==> config.mk <==
export PLATFORM = sky130hd
export DESIGN_NAME = reg_bank
export DESIGN_NICKNAME = d
export VERILOG_FILES = /design/src/rtl/esc_pkg.sv /design/src/rtl/reg_bank_onehot_chk.sv /design/src/rtl/reg_bank.sv
export SDC_FILE = /design/constraint.sdc
export NUM_CORES = 1
export LEC_CHECK = 0
export CAP_MARGIN = 10
export CORE_ASPECT_RATIO = 1.25
export CORE_MARGIN = 5
export CORE_UTILIZATION = 30
export DETAILED_ROUTE_END_ITERATION = 12
export GPL_TIMING_DRIVEN = 0
export PLACE_DENSITY = 0.5
export SETUP_SLACK_MARGIN = 0.3
export SLEW_MARGIN = 15
export SYNTH_ARGS = -nofsm -noshare
export SYNTH_HDL_FRONTEND = slang
export SYNTH_SLANG_ARGS = --single-unit
==> constraint.sdc <==
create_clock -name clk -period 5.3 [get_ports clk]
set_input_delay 0.53 -clock clk [delete_from_list [all_inputs] [get_ports clk]]
set_output_delay 0.53 -clock clk [all_outputs]
set_load 0.01 [all_outputs]
==> src/rtl/esc_pkg.sv <==
// Shared constants and types for the register bank: bus width, register count,
// program-counter index and the 3-bit register index type.
package esc_pkg;

  localparam int DATA_W = 16;
  localparam int NREGS  = 8;
  localparam int PC_IDX = 7;

  typedef logic [2:0] regIdx_t;

  // Strobe vector with more than one bit set is a protocol violation.
  function automatic logic isMultiHot(input logic [NREGS-1:0] vec);
    return (vec & (vec - {{(NREGS-1){1'b0}}, 1'b1})) != '0;
  endfunction

endpackage

==> src/rtl/reg_bank_onehot_chk.sv <==
// Classifies an 8-bit strobe vector as zero / exactly one-hot and encodes
// the index of the set bit (index is only meaningful when isOneHot is high).
import esc_pkg::*;

module onehot_chk (
  input  logic [NREGS-1:0] vec,
  output logic             isOneHot,
  output logic             isZero,
  output regIdx_t          idx
);

  always_comb begin
    isZero   = (vec == '0);
    isOneHot = !isZero && !isMultiHot(vec);
    idx      = '0;
    for (int i = 0; i < NREGS; i++) begin
      if (vec[i]) idx = regIdx_t'(i);
    end
  end

endmodule

==> src/rtl/reg_bank.sv <==
// Eight-entry register bank on a shared bus with one-hot strobes, a PC
// incrementer and a sticky strobe-violation flag. Optional read-during-write
// bypass is enabled with the REG_BANK_BYPASS_EN macro.
import esc_pkg::*;

module reg_bank #(
  parameter int DATA_W = esc_pkg::DATA_W,
  parameter int PC_IDX = esc_pkg::PC_IDX
) (
  input  logic              clk,
  input  logic              reset,
  input  logic [NREGS-1:0]  regOes,
  input  logic [NREGS-1:0]  regLoads,
  input  logic [DATA_W-1:0] dataIn,
  input  logic              pcInc,
  input  logic              errClear,
  output logic [DATA_W-1:0] dataOut,
  output logic              busDriven,
  output logic              errFlag
);

  localparam regIdx_t PC_SEL = regIdx_t'(PC_IDX);

  logic [DATA_W-1:0] regs [NREGS];

  logic    oeOneHot, oeZero, ldOneHot, ldZero;
  regIdx_t oeIdx, ldIdx;
  logic    violation;
  logic    pcLoaded;

  onehot_chk uOeChk (
    .vec      (regOes),
    .isOneHot (oeOneHot),
    .isZero   (oeZero),
    .idx      (oeIdx)
  );

  onehot_chk uLdChk (
    .vec      (regLoads),
    .isOneHot (ldOneHot),
    .isZero   (ldZero),
    .idx      (ldIdx)
  );

  assign violation = (!oeOneHot && !oeZero) || (!ldOneHot && !ldZero);
  assign pcLoaded  = ldOneHot && (ldIdx == PC_SEL);

  // A load of the PC in the same cycle takes priority over the increment.
  always_ff @(posedge clk) begin
    if (reset) begin
      for (int i = 0; i < NREGS; i++) regs[i] <= '0;
      errFlag <= 1'b0;
    end else begin
      if (pcInc && !pcLoaded) regs[PC_SEL] <= regs[PC_SEL] + DATA_W'(1);
      if (ldOneHot) regs[ldIdx] <= dataIn;
      if (violation) errFlag <= 1'b1;
      else if (errClear) errFlag <= 1'b0;
    end
  end

  always_comb begin
    dataOut   = '0;
    busDriven = oeOneHot;
    if (oeOneHot) begin
`ifdef REG_BANK_BYPASS_EN
      if (ldOneHot && (ldIdx == oeIdx)) dataOut = dataIn;
      else dataOut = regs[oeIdx];
`else
      dataOut = regs[oeIdx];
`endif
    end
  end

endmodule

==> summary.md <==
| Metric | Value |
|---|---|
| Status | `complete, no violations` |
| Final std cells w/o fill | `920` |
| Sequential fraction of the synthesis area | `0.596` |
| DIE WIDTH | `~140 um` |
| Via density per instance | `4.81` |
| Maxcap violations | `0` |
| Worst Tran Pin Value | `~0.86 ns` |
| Vias | `between 4000 and 5000` |
| Vias in the first global route | `between 4000 and 5000` |
| Worst-Skew Late Latency | `~0.41 ns` |
| Post-CTS Hold Fix Bufs | `0` |
| DRC | `0` |
| Final Core Density | `0.373` |
| Setup Skew | `roughly 0.0074 ns` |
| Req. time, crit path | `between 4 and 5 ns` |
| Hold path cells | `1` |
| Most common cell in the netlist | `edfxtp_1` |
| GRT Util Overall | `0.132` |
| Critical path startpoint category | `input pin` |
| Synthesized area per cell | `~12 um2` |
| Leak Pwr | `roughly 2.6 nW` |
| Commonest cells in the netlist | `128 x edfxtp_1, 114 x and2_1, 39 x nand2_1` |
| Hold_ws | `between 0.6 and 0.7 ns` |
| Gate Count Post-Synth | `556` |
| R2R Setup Slk | `~3.2 ns` |
| Worst r2r path cells | `6` |
| Critical Path AT | `around 3.6 ns` |
| Synthesis-stage register bit count | `between 100 and 150` |
| Drt pass-1 iters | `6` |
| Worst hold endpoint | `regs[7][0]` |
| Synth area leaders | `edfxtp_1 59%, and2_1 11%, a221oi_1 4.3%` |
| CTS tree | `yes` |
| Post_cts resized | `0` |
| Mapped Area | `about 0.0065 mm2` |
| Number of DRC markers in iteration 0 | `between 300 and 400` |
| Crit Path Max Fanout | `10` |
| Worst R2R End | `regs[7][12]` |
| Power density over cell area | `between 300 and 400 mW/mm2` |
| CP max stage cell | `clkdlybuf4s50_1` |
| Avg WL per Cell | `around 17 um` |
| Bufs on Longest Clock Path | `2` |
| Layout Area Growth over Synthesis | `22.9%` |
| Starting Density | `0.303` |
| Largest net degree at the start of global routing | `17` |
| Slew Limit Fails | `0` |
| DRT antenna net count | `0` |
| FMAX | `between 0.2 and 0.25 GHz` |
| Class of the worst hold path | `register to register` |
| Synth top area share | `0.593` |
| Worst hold start | `regs[7][0]` |
| Final HPWL DP | `between 10 and 15 mm` |
| Setup violators final | `0` |
| Initial antenna violation count | `0` |
| Crit end category | `primary output` |
| Ys async rst share | `0` |
| Syn_nets | `about 600` |
| Io pins | `54` |
| CP Class | `input pin to primary output` |
| Count of flip-flops with a built-in enable after synthesis | `~130` |
| Final count of hold timing violations | `0` |
| CTS buffer count | `17` |
| Tmin final | `slightly above 4 ns` |
| Die Ht | `between 150 and 200 um` |
| Residual overflow from global routing | `0` |
| Total negative slack | `0 ns` |
| Die area | `between 0.02 and 0.025 mm2` |
| Cells after DPL | `~890` |
| Antenna diode instance count | `0` |
| Worst slew margin | `0.422` |
| YS warnings | `0` |
| Core Region | `0.0214 mm2` |
| Post-CTS Setup Repair Bufs | `0` |
| Reg clk slew, reported paths | `~0.060 ns` |
| Commonest register cell after synthesis | `edfxtp_1` |
| CTS root buffer | `clkbuf_16` |
| Port bufs | `53` |
| Sink Count | `approximately 130` |
| Global-route wire length before repair | `~26 mm` |
| CP Cell Sequence | `clkdlybuf4s50_1 > clkbuf_1 > nor2_1 > xnor2_1 > a221o_1 > o21ai_1 > buf_2 > a31oi_1 > clkdlybuf4s50_1` |
| Most frequent CP cell | `clkdlybuf4s50_1` |
| Final Cycle Share | `0.783` |
| Wirelength, routed | `approximately 16 mm` |
| Unrepaired setup endpoints after global routing | `no` |
| Reg2reg start | `regs[7][0]` |
| Post-synth top area cell | `edfxtp_1` |
| GP Congestion | `slightly below 0.8` |
| Post-synth cell types | `46` |
| Post-layout nets | `~670` |
| Layout cells sized above 1 | `0.128` |
| Peak supply drop | `209 uV` |
| Slowest Stage Delay on Critical Path | `approximately 0.54 ns` |
| Site row count | `60` |
| Fill count | `just over 2000` |
| H-tree depth | `4` |
==> sequential cells by signal, summed over array words and instances, names as in the netlist <==
register,flops
regs,128
errFlag,1
==> critical path: cells and delay by family <==
kind | cells | cell delay (ns)
buffers and inverters | 4 | 1.82
AO/OA/AOI/OAI | 3 | 0.95
XOR/XNOR | 1 | 0.17
AND/OR/NAND/NOR | 1 | 0.14
==> routing by layer <==
layer | track usage | part of all wire | vias to the layer above | wire, um
li1 | - | - | 2199 | -
met1 | 0.159 | 0.43 | 2129 | 6920
met2 | 0.239 | 0.53 | 78 | 8410
met3 | 0.0228 | 0.026 | 18 | 410
met4 | 0.0416 | 0.014 | 0 | 218
met5 | 0 | 0 | - | 0
==> layout make-up <==
| cell class | count | area, um2 | area share |
|---|---|---|---|
| Buffer | 33 | 138 | 0.0173 |
| Clock buffer | 17 | 425 | 0.0534 |
| Clock inverter | 15 | 183 | 0.0229 |
| Inverter | 8 | 30.0 | 0.00377 |
| Multi-Input combinational cell | 386 | 2450 | 0.308 |
| Sequential cell | 129 | 3860 | 0.485 |
| Tap cell | 279 | 349 | 0.0438 |
| Timing Repair Buffer | 53 | 531 | 0.0665 |
==> how the worst max path moves through the flow <==
stage,slack [ns],cells past startpoint,endpoint,startpoint
floorplan,2.77,6,dataOut[10],regOes[2]
detailed placement,1.10,9,dataOut[8],regOes[5]
global route,0.88,9,dataOut[10],regOes[5]
finish,1.15,9,dataOut[7],regOes[5]
global placement,1.17,9,dataOut[10],regOes[5]
CTS,1.10,9,dataOut[9],regOes[5]
==> cell families after synthesis <==
kind of cell	share of synthesized area
and+or+nand+nor	0.236
DFF	0.596
AOI/OAI and AO/OA	0.0884
buffers and inverters	0.0259
xor gates and xnor gates	0.0216
muxes	0.0278
adders and majority gates	0.00502
==> per-stage QoR <==
step | setup WS [ns] | total power [mW] | instance area [um2]
floorplan | 2.77 | 1.31 | 6480
global placement | 1.17 | 1.40 | 7360
detailed placement | 1.10 | 1.40 | 7360
global route | 0.885 | 2.67 | 7970
finish | 1.15 | 2.59 | 7970
CTS | 1.10 | 2.61 | 7970
==> where the power goes <==
group | total [mW] | internal (mW) | leakage (nW) | switching, mW
Combinational | 0.185 | 0.0726 | 1.07 | 0.112
Sequential | 1.20 | 1.18 | 1.25 | 0.0220
Clock | 1.21 | 0.745 | 0.290 | 0.463
==> cell usage in the layout (no fill, tap or decap), drive strengths merged, types with 2 or more instances in the layout <==
cell type | Yosys | layout
a21oi | 5 | 5
a221oi | 32 | 32
a31oi | 18 | 18
a32o | 2 | 2
and2 | 114 | 114
and3 | 3 | 3
and4 | 2 | 2
buf | 5 | 5
bufinv | 0 | 3
clkbuf | 28 | 45
clkdlybuf4s50 | 0 | 53
clkinv | 1 | 7
clkinvlp | 0 | 2
edfxtp | 128 | 128
inv | 7 | 11
maj3 | 2 | 2
mux2 | 16 | 16
nand2 | 39 | 39
nand3 | 20 | 20
nand4 | 3 | 3
nor2 | 28 | 28
nor2b | 3 | 3
nor3 | 22 | 22
nor3b | 3 | 3
nor4 | 5 | 5
o21ai | 16 | 16
or2 | 24 | 24
or3 | 2 | 2
or4 | 2 | 2
xnor2 | 9 | 9
xor2 | 7 | 7
Power figures use the tool's default switching activity.
